### config.mk
export PLATFORM = sky130hd
export DESIGN_NAME = rv32_alu_flat
export DESIGN_NICKNAME = d
export VERILOG_FILES = /design/src/rtl/rv32_alu_if.sv /design/src/rtl/rv32_alu.sv /design/src/flat_wrapper.sv
export SDC_FILE = /design/constraint.sdc
export NUM_CORES = 1
export LEC_CHECK = 0
export CAP_MARGIN = 20
export CORE_AREA = 5 5 146 148
export DETAILED_ROUTE_END_ITERATION = 6
export DIE_AREA = 0 0 151 153
export MAX_ROUTING_LAYER = met4
export PLACE_DENSITY_LB_ADDON = 0.08
export REMOVE_ABC_BUFFERS = 1
export SLEW_MARGIN = 10
export SYNTH_ARGS = -nofsm -noshare
export SYNTH_HDL_FRONTEND = slang
export SYNTH_SLANG_ARGS = --single-unit
export TNS_END_PERCENT = 5
### constraint.sdc
create_clock -name i_clk -period 12.8 [get_ports i_clk]
set_clock_uncertainty 0.1 [all_clocks]
set_input_delay 3.84 -clock i_clk [delete_from_list [all_inputs] [get_ports i_clk]]
set_output_delay 3.84 -clock i_clk [all_outputs]
set_load 0.01 [all_outputs]
### src/rtl/rv32_alu_if.sv
// Operand/result bundle between the execute-stage datapath and the ALU.
//   i_alu_op : 6-bit operation select
//   i_a/i_b  : operands (i_b low bits also carry the shift amount)
//   o_c      : combinational result
//   o_zero   : combinational, high when o_c is zero
//   o_c_q    : o_c registered on the rising clock edge
interface rv32_alu_if #(
  parameter int unsigned DATA_WIDTH = 32
);
  logic [5:0]            i_alu_op;
  logic [DATA_WIDTH-1:0] i_a;
  logic [DATA_WIDTH-1:0] i_b;
  logic [DATA_WIDTH-1:0] o_c;
  logic                  o_zero;
  logic [DATA_WIDTH-1:0] o_c_q;

  // Datapath side: drives operands, consumes results
  modport master (
    output i_alu_op, i_a, i_b,
    input  o_c, o_zero, o_c_q
  );

  // ALU side
  modport slave (
    input  i_alu_op, i_a, i_b,
    output o_c, o_zero, o_c_q
  );
endinterface

### src/rtl/rv32_alu.sv
// RV32 integer ALU for the execute stage.
//   i_clk   : clock, used only by the registered result
//   i_rst_n : asynchronous active-low reset, clears o_c_q
//   alu     : operand/result bundle (slave side)
// o_c and o_zero are purely combinational from the operands and opcode;
// o_c_q is a registered copy for writeback/branch logic.
module rv32_alu #(
  parameter int unsigned DATA_WIDTH = 32
) (
  input  logic       i_clk,
  input  logic       i_rst_n,
  rv32_alu_if.slave  alu
);

  localparam int unsigned SHAMT_W = $clog2(DATA_WIDTH);

  localparam logic [5:0] OP_ADD  = 6'd0;
  localparam logic [5:0] OP_SUB  = 6'd1;
  localparam logic [5:0] OP_AND  = 6'd2;
  localparam logic [5:0] OP_OR   = 6'd3;
  localparam logic [5:0] OP_XOR  = 6'd4;
  localparam logic [5:0] OP_INV  = 6'd5;
  localparam logic [5:0] OP_SLT  = 6'd6;
  localparam logic [5:0] OP_SLL  = 6'd7;
  localparam logic [5:0] OP_SRL  = 6'd8;
  localparam logic [5:0] OP_SRA  = 6'd9;
  localparam logic [5:0] OP_SLTU = 6'd10;

  logic [DATA_WIDTH-1:0] result_c;
  logic [SHAMT_W-1:0]    shamt_c;
  logic                  lt_signed_c;
  logic                  lt_unsigned_c;

  // Only the low bits of operand B select the shift distance
  assign shamt_c = alu.i_b[SHAMT_W-1:0];

  // True signed compare, so overflowing differences still order correctly
  assign lt_signed_c   = $signed(alu.i_a) < $signed(alu.i_b);
  assign lt_unsigned_c = alu.i_a < alu.i_b;

  // Result mux; unknown opcodes yield zero
  always_comb begin
    result_c = '0;
    case (alu.i_alu_op)
      OP_ADD:  result_c = alu.i_a + alu.i_b;
      OP_SUB:  result_c = alu.i_a - alu.i_b;
      OP_AND:  result_c = alu.i_a & alu.i_b;
      OP_OR:   result_c = alu.i_a | alu.i_b;
      OP_XOR:  result_c = alu.i_a ^ alu.i_b;
      OP_INV:  result_c = ~alu.i_a;
      OP_SLT:  result_c = DATA_WIDTH'(lt_signed_c);
      OP_SLL:  result_c = alu.i_a << shamt_c;
      OP_SRL:  result_c = alu.i_a >> shamt_c;
      OP_SRA:  result_c = DATA_WIDTH'($signed(alu.i_a) >>> shamt_c);
      OP_SLTU: result_c = DATA_WIDTH'(lt_unsigned_c);
      default: result_c = '0;
    endcase
  end

  assign alu.o_c    = result_c;
  assign alu.o_zero = (result_c == '0);

  // Registered copy of the result
  always_ff @(posedge i_clk or negedge i_rst_n) begin
    if (!i_rst_n) begin
      alu.o_c_q <= '0;
    end else begin
      alu.o_c_q <= result_c;
    end
  end

endmodule

### src/flat_wrapper.sv
// flat-port wrapper written by rule: the top's interface ports become plain ports
module rv32_alu_flat 
#(
  parameter int unsigned DATA_WIDTH = 32
)
  (i_clk, i_rst_n, alu_i_alu_op, alu_i_a, alu_i_b, alu_o_c, alu_o_zero, alu_o_c_q);
  rv32_alu_if #(.DATA_WIDTH(DATA_WIDTH)) alu_i ();
  input  logic i_clk;
  input  logic i_rst_n;
  input wire logic [$bits(alu_i.i_alu_op)-1:0] alu_i_alu_op;
  input wire logic [$bits(alu_i.i_a)-1:0] alu_i_a;
  input wire logic [$bits(alu_i.i_b)-1:0] alu_i_b;
  output wire logic [$bits(alu_i.o_c)-1:0] alu_o_c;
  output wire logic [$bits(alu_i.o_zero)-1:0] alu_o_zero;
  output wire logic [$bits(alu_i.o_c_q)-1:0] alu_o_c_q;
  assign alu_i.i_alu_op = alu_i_alu_op;
  assign alu_i.i_a = alu_i_a;
  assign alu_i.i_b = alu_i_b;
  assign alu_o_c = alu_i.o_c;
  assign alu_o_zero = alu_i.o_zero;
  assign alu_o_c_q = alu_i.o_c_q;
  rv32_alu #(.DATA_WIDTH(DATA_WIDTH)) u_core (.i_clk(i_clk), .i_rst_n(i_rst_n), .alu(alu_i));
endmodule
# Word level (Yosys, flattened, before mapping)
# Cells that the tools add are included.
[op_classes] n_eq_ne=10 n_mux=1 bitwise_logic=4 n_reduce_logical=2 addsub=2 n_shift=3 order_cmp=2
[op_table] operator="$pmux W32 S11" count=1
[op_table] operator="$lt A32 B32 Y1" count=2
[op_table] operator="$add A32 B32 Y32" count=1
[op_table] operator="$and A32 B32 Y32" count=1
[op_table] operator="$logic_not A32 Y1" count=1
[op_table] operator="$not A32 Y32" count=1
[op_table] operator="$or A32 B32 Y32" count=1
[op_table] operator="$shl A32 B5 Y32" count=1
[op_table] operator="$shr A32 B5 Y32" count=1
[op_table] operator="$sshr A32 B5 Y32" count=1
[op_table] operator="$sub A32 B32 Y32" count=1
[op_table] operator="$xor A32 B32 Y32" count=1
[op_table] operator="$eq A6 B3 Y1 const B" count=4
[op_table] operator="$eq A6 B4 Y1 const B" count=3
[op_table] operator="$eq A6 B2 Y1 const B" count=2
[op_table] operator="$eq A6 B1 Y1 const B" count=1
[op_table] operator="$logic_not A6 Y1" count=1
[word_totals] output_inout_bits=65 in_bits=72 ff_bits=32

# Depth between registers and ports, before layout
[depth] depth_word=3 mapped_depth=16 mapped_depth_nobuf=13

# Least setup slack after synthesis
# Ideal clock, no wire load.
[synth_path] path_kind="input port to output port" from="in alu_i_b[3]" to="out alu_o_zero" arrival_time_ps=8126 stages=15 slack_ps=734 cell_sequence="inv_1 buf_1 clkbuf_1 clkbuf_1 ha_1 clkbuf_1 or4_1 a211oi_2 o2111ai_1 a31oi_1 nor2_1 a221o_1 a221o_1 or4b_1 nor2_1"
[synth_between] elab_chain_len=3 elab_cells_between_ends=12 cone_classes="add/sub (2); order compare (2); shift (3); mux (1); bitwise (3); reduce/logical (1)"
[synth_lines] item="start, declared" line_no="flat_wrapper.sv:12" rtl="input wire logic [$bits(alu_i.i_b)-1:0] alu_i_b;"
[synth_lines] item="$sub A32 B32 Y32, or another cell as far along" line_no="rv32_alu.sv:46" rtl="OP_SUB: result_c = alu.i_a - alu.i_b;"
[synth_lines] item="$pmux W32 S11 *" line_no="rv32_alu.sv:44" rtl="case (alu.i_alu_op)"
[synth_lines] item="net alu_o_c[21]" line_no="flat_wrapper.sv:13" rtl="output wire logic [$bits(alu_i.o_c)-1:0] alu_o_c;"
[synth_lines] item="$logic_not A32 Y1 *" line_no="rv32_alu.sv:61" rtl="assign alu.o_zero = (result_c == '0);"
[synth_lines] item="end, declared" line_no="flat_wrapper.sv:14" rtl="output wire logic [$bits(alu_i.o_zero)-1:0] alu_o_zero;"
# Mark *: on every way through the listed nets, which the timed path passes. The rest lies on a longest branch.

# Worst setup path after layout
[layout_path] from="in alu_i_a[16]" to="out alu_o_zero"
[layout_between] elab_chain_len=3 elab_cells_between_ends=13 cone_classes="add/sub (2); order compare (2); shift (3); mux (1); bitwise (4); reduce/logical (1)"
[layout_lines] item="start, declared" line_no="flat_wrapper.sv:11" rtl="input wire logic [$bits(alu_i.i_a)-1:0] alu_i_a;"
[layout_lines] item="$sub A32 B32 Y32, or another cell as far along" line_no="rv32_alu.sv:46"
[layout_lines] item="$pmux W32 S11 *" line_no="rv32_alu.sv:44"
[layout_lines] item="$logic_not A32 Y1 *" line_no="rv32_alu.sv:61"
# Every way passes the cells marked *; elsewhere a longest branch is shown, timed or not.

==> results.cfg <==
[cells_and_area]
areaGrowthSynthToFinish_pct = 20.44
diodes = 0
top_register = u_core.alu.o_c_q
layout-drive-gt1-share_pct = 13.44
largest_reg_flops = 32
nNetsFinal = 1713
reg_top3 = u_core.alu.o_c_q x32
nFillCells = 1808

[clock_network]
tritoncts = built
cts_buffers = 5
root_buffer = clkbuf_16
clock-sinks = 32
cts_max_level = 2
post_cts_buffers = 0
clk_pin_slew_ps = 60
cts_resized = 0
cts_max_path_buffers = 2
ctsHoldBuffers = 0

[yosys]
synthArstFlopShare_pct = 100.0
synth_top_area_share_pct = 11.70
yosys_warnings = 0
synth_edf_count = 0
ys_top_cells_by_area = ha_1, mux4_2, dfrtp_1, a21oi_1, o21ai_0
synthCells = 1403
syn_area_um2 = 10700
yosysSeqAreaShare_pct = 7.485
synth_top_area_cell = ha_1
synth_ff_type = dfrtp_1
synth.distinct_cells = 87
syn_area_per_cell_um2 = 7.625
ys_ff_latch = 32

[global_route]
grt_pass1_vias = 12634
grt-ovfl-total = 0
grt_pass1_wl_mm = 76.78
grt_usage_pct = 44.00
grt_max_degree = 62
antenna_found_initial = 0

[setup_path]
endpoint_kind = primary output
worstSetupStartpointType = input port
cp_slowest_cell = clkdlybuf4s50_1
path_class = in -> out
crit_path_max_fanout = 16
cp.required_ps = 8860
path_cells = clkdlybuf4s50_1, inv_1, ha_1, nand4_1, nor2_1, nand3_1, o21ai_0, a31oi_1, and3_1, or4b_2, a21oi_1, or4b_1, nor2_1, clkdlybuf4s50_1
crit_arrival_ps = 8690
critical-path-max-stage-delay_ps = 770

[sta]
fin_crit_sh_pct = 98.66
fmax_mhz = 79.19
hold-worst-slack_ps = 3513
relSlewSlack_pct = 35.02
rsz0062_at_grt = false
layout_min_cycle_time_ps = 12630
hold_viol = 0
slew_violations = 0
setup_viol = 0
worst_pin_slew_ps = 973.7
postLayoutSetupSlackWorst_ps = 172.0
fin_tns_setup_ps = 0

[power_and_ir_drop]
ir_worst_vdd_v = 0.00005270
leakagePower_nw = 5.262
power_density_nw_per_um2 = 58.77

[floorplanning]
rows = 52
io_pins = 137
start_util_pct = 53.73
dieArea_um2 = 23100
die_x_um = 151
fp.dieH_um = 153
coreArea_um2 = 19910

[placed_design]
dpl.hpwl_mm = 40.20
place_ws_ps = 86.06
gp_congestion = 1.127
io_buffers = 136

[route]
drc = 14
dr.pass1.iters = 7
wl_per_cell_um = 28.36
drt-initial-drc-count = 2086
drt-total-wl_mm = 51.34
ant_nets = 0
vias = 13659
viasPerCell = 7.546

[outcome]
status = finished with violations
violations = DRC

[worst_hold_path]
hp-class = in -> async

[flow_run]
maxCapViolCount = 0
==> worst max-delay path: cells and delay by family <==
kind | cells | cell delay [ps]
AOI/OAI and AO/OA | 3 | 800
adders and majority gates | 1 | 610
buffers and inverters | 3 | 1450
and+or+nand+nor | 7 | 1970
==> per-stage QoR <==
step,power [mW],cells,area (µm²),util [%]
4_1_cts,0.7356,1810,12870,64.64
3_3_place_gp,0.5988,1801,12710,63.82
2_1_floorplan,0.3831,1301,10250,-
6_report,0.7572,1810,12880,64.72
3_5_place_dp,0.6022,1802,12720,63.87
5_1_grt,0.7861,1810,12880,64.72
==> report_power, final <==
| group | total (mW) | internal (mW) | switching [mW] | leakage [nW] |
|---|---|---|---|---|
| Sequential | 0.114 | 0.111 | 0.00252 | 0.410 |
| Clock | 0.132 | 0.0776 | 0.0547 | 0.0691 |
| Combinational | 0.511 | 0.206 | 0.305 | 4.78 |
==> cell usage in the layout, fill, tap and decap left out, types with 32 or more instances in the layout <==
master and instances:
a21oi_1 94, buf_4 91, clkdlybuf4s50_1 133, dfrtp_1 32, ha_1 100, inv_1 97
mux2i_1 32, mux4_2 55, nand2_1 100, nand3_1 41, nor2_1 113, nor3_1 47
o21ai_0 89
==> synth_stat cells (10+ instances only) <==
library cell	count
o221ai_1	15
nand3_1	41
nand4_1	13
o21a_1	15
o211ai_1	22
dfrtp_1	32
a21o_1	16
ha_1	100
nor2_1	116
nor2b_1	20
a31oi_1	21
a211oi_1	27
nand2_1	100
nor4_1	19
buf_1	10
mux4_2	55
a211o_1	11
mux4_1	13
buf_2	11
nand2b_1	14
a21oi_1	94
o21ai_0	89
o22ai_1	26
mux2i_1	32
a2111oi_0	20
or2_2	15
inv_1	97
and2_1	15
a221oi_1	15
clkbuf_1	76
nor3_1	47
or3_1	14
==> cell families after synthesis <==
| family | synth area share, % |
|---|---|
| flip-flops | 7.485 |
| buffers and inverters | 7.696 |
| multiplexers | 18.50 |
| AND/OR/NAND/NOR | 21.46 |
| XOR/XNOR | 0.4912 |
| AO/OA/AOI/OAI | 32.29 |
| adder cells (fa/ha/maj) | 12.07 |
==> worst max-delay path by stage <==
| stage | startpoint | endpoint | cells past startpoint |
|---|---|---|---|
| 3_5_place_dp | alu_i_a[0] | alu_o_zero | 17 |
| 2_1_floorplan | alu_i_b[2] | alu_o_zero | 11 |
| 6_report | alu_i_a[16] | alu_o_zero | 14 |
| 4_1_cts | alu_i_a[0] | alu_o_zero | 17 |
| 3_3_place_gp | alu_i_a[0] | alu_o_zero | 17 |
| 5_1_grt | alu_i_a[16] | alu_o_zero | 14 |
==> metal layers <==
layer | share of wire (%) | GRT usage (%) | wire [µm] | up-vias
met2 | 42 | 62.80 | 21420 | 1294
met4 | 8.3 | 25.82 | 4277 | 0
met1 | 35 | 55.58 | 18180 | 6317
li1 | - | - | - | 5743
met5 | 0 | - | 0 | -
met3 | 15 | 11.73 | 7463 | 305
==> final cells by class <==
cell class | count | area, µm² | area share [%]
Clock buffer | 6 | 138.9 | 1.078
Clock inverter | 2 | 15.01 | 0.1165
Timing Repair Buffer | 231 | 2115 | 16.41
Tap cell | 270 | 337.8 | 2.622
Sequential cell | 32 | 800.8 | 6.215
Multi-Input combinational cell | 1169 | 9102 | 70.64
Inverter | 100 | 375.4 | 2.913
No activity file was read; power rests on OpenSTA's default activity.
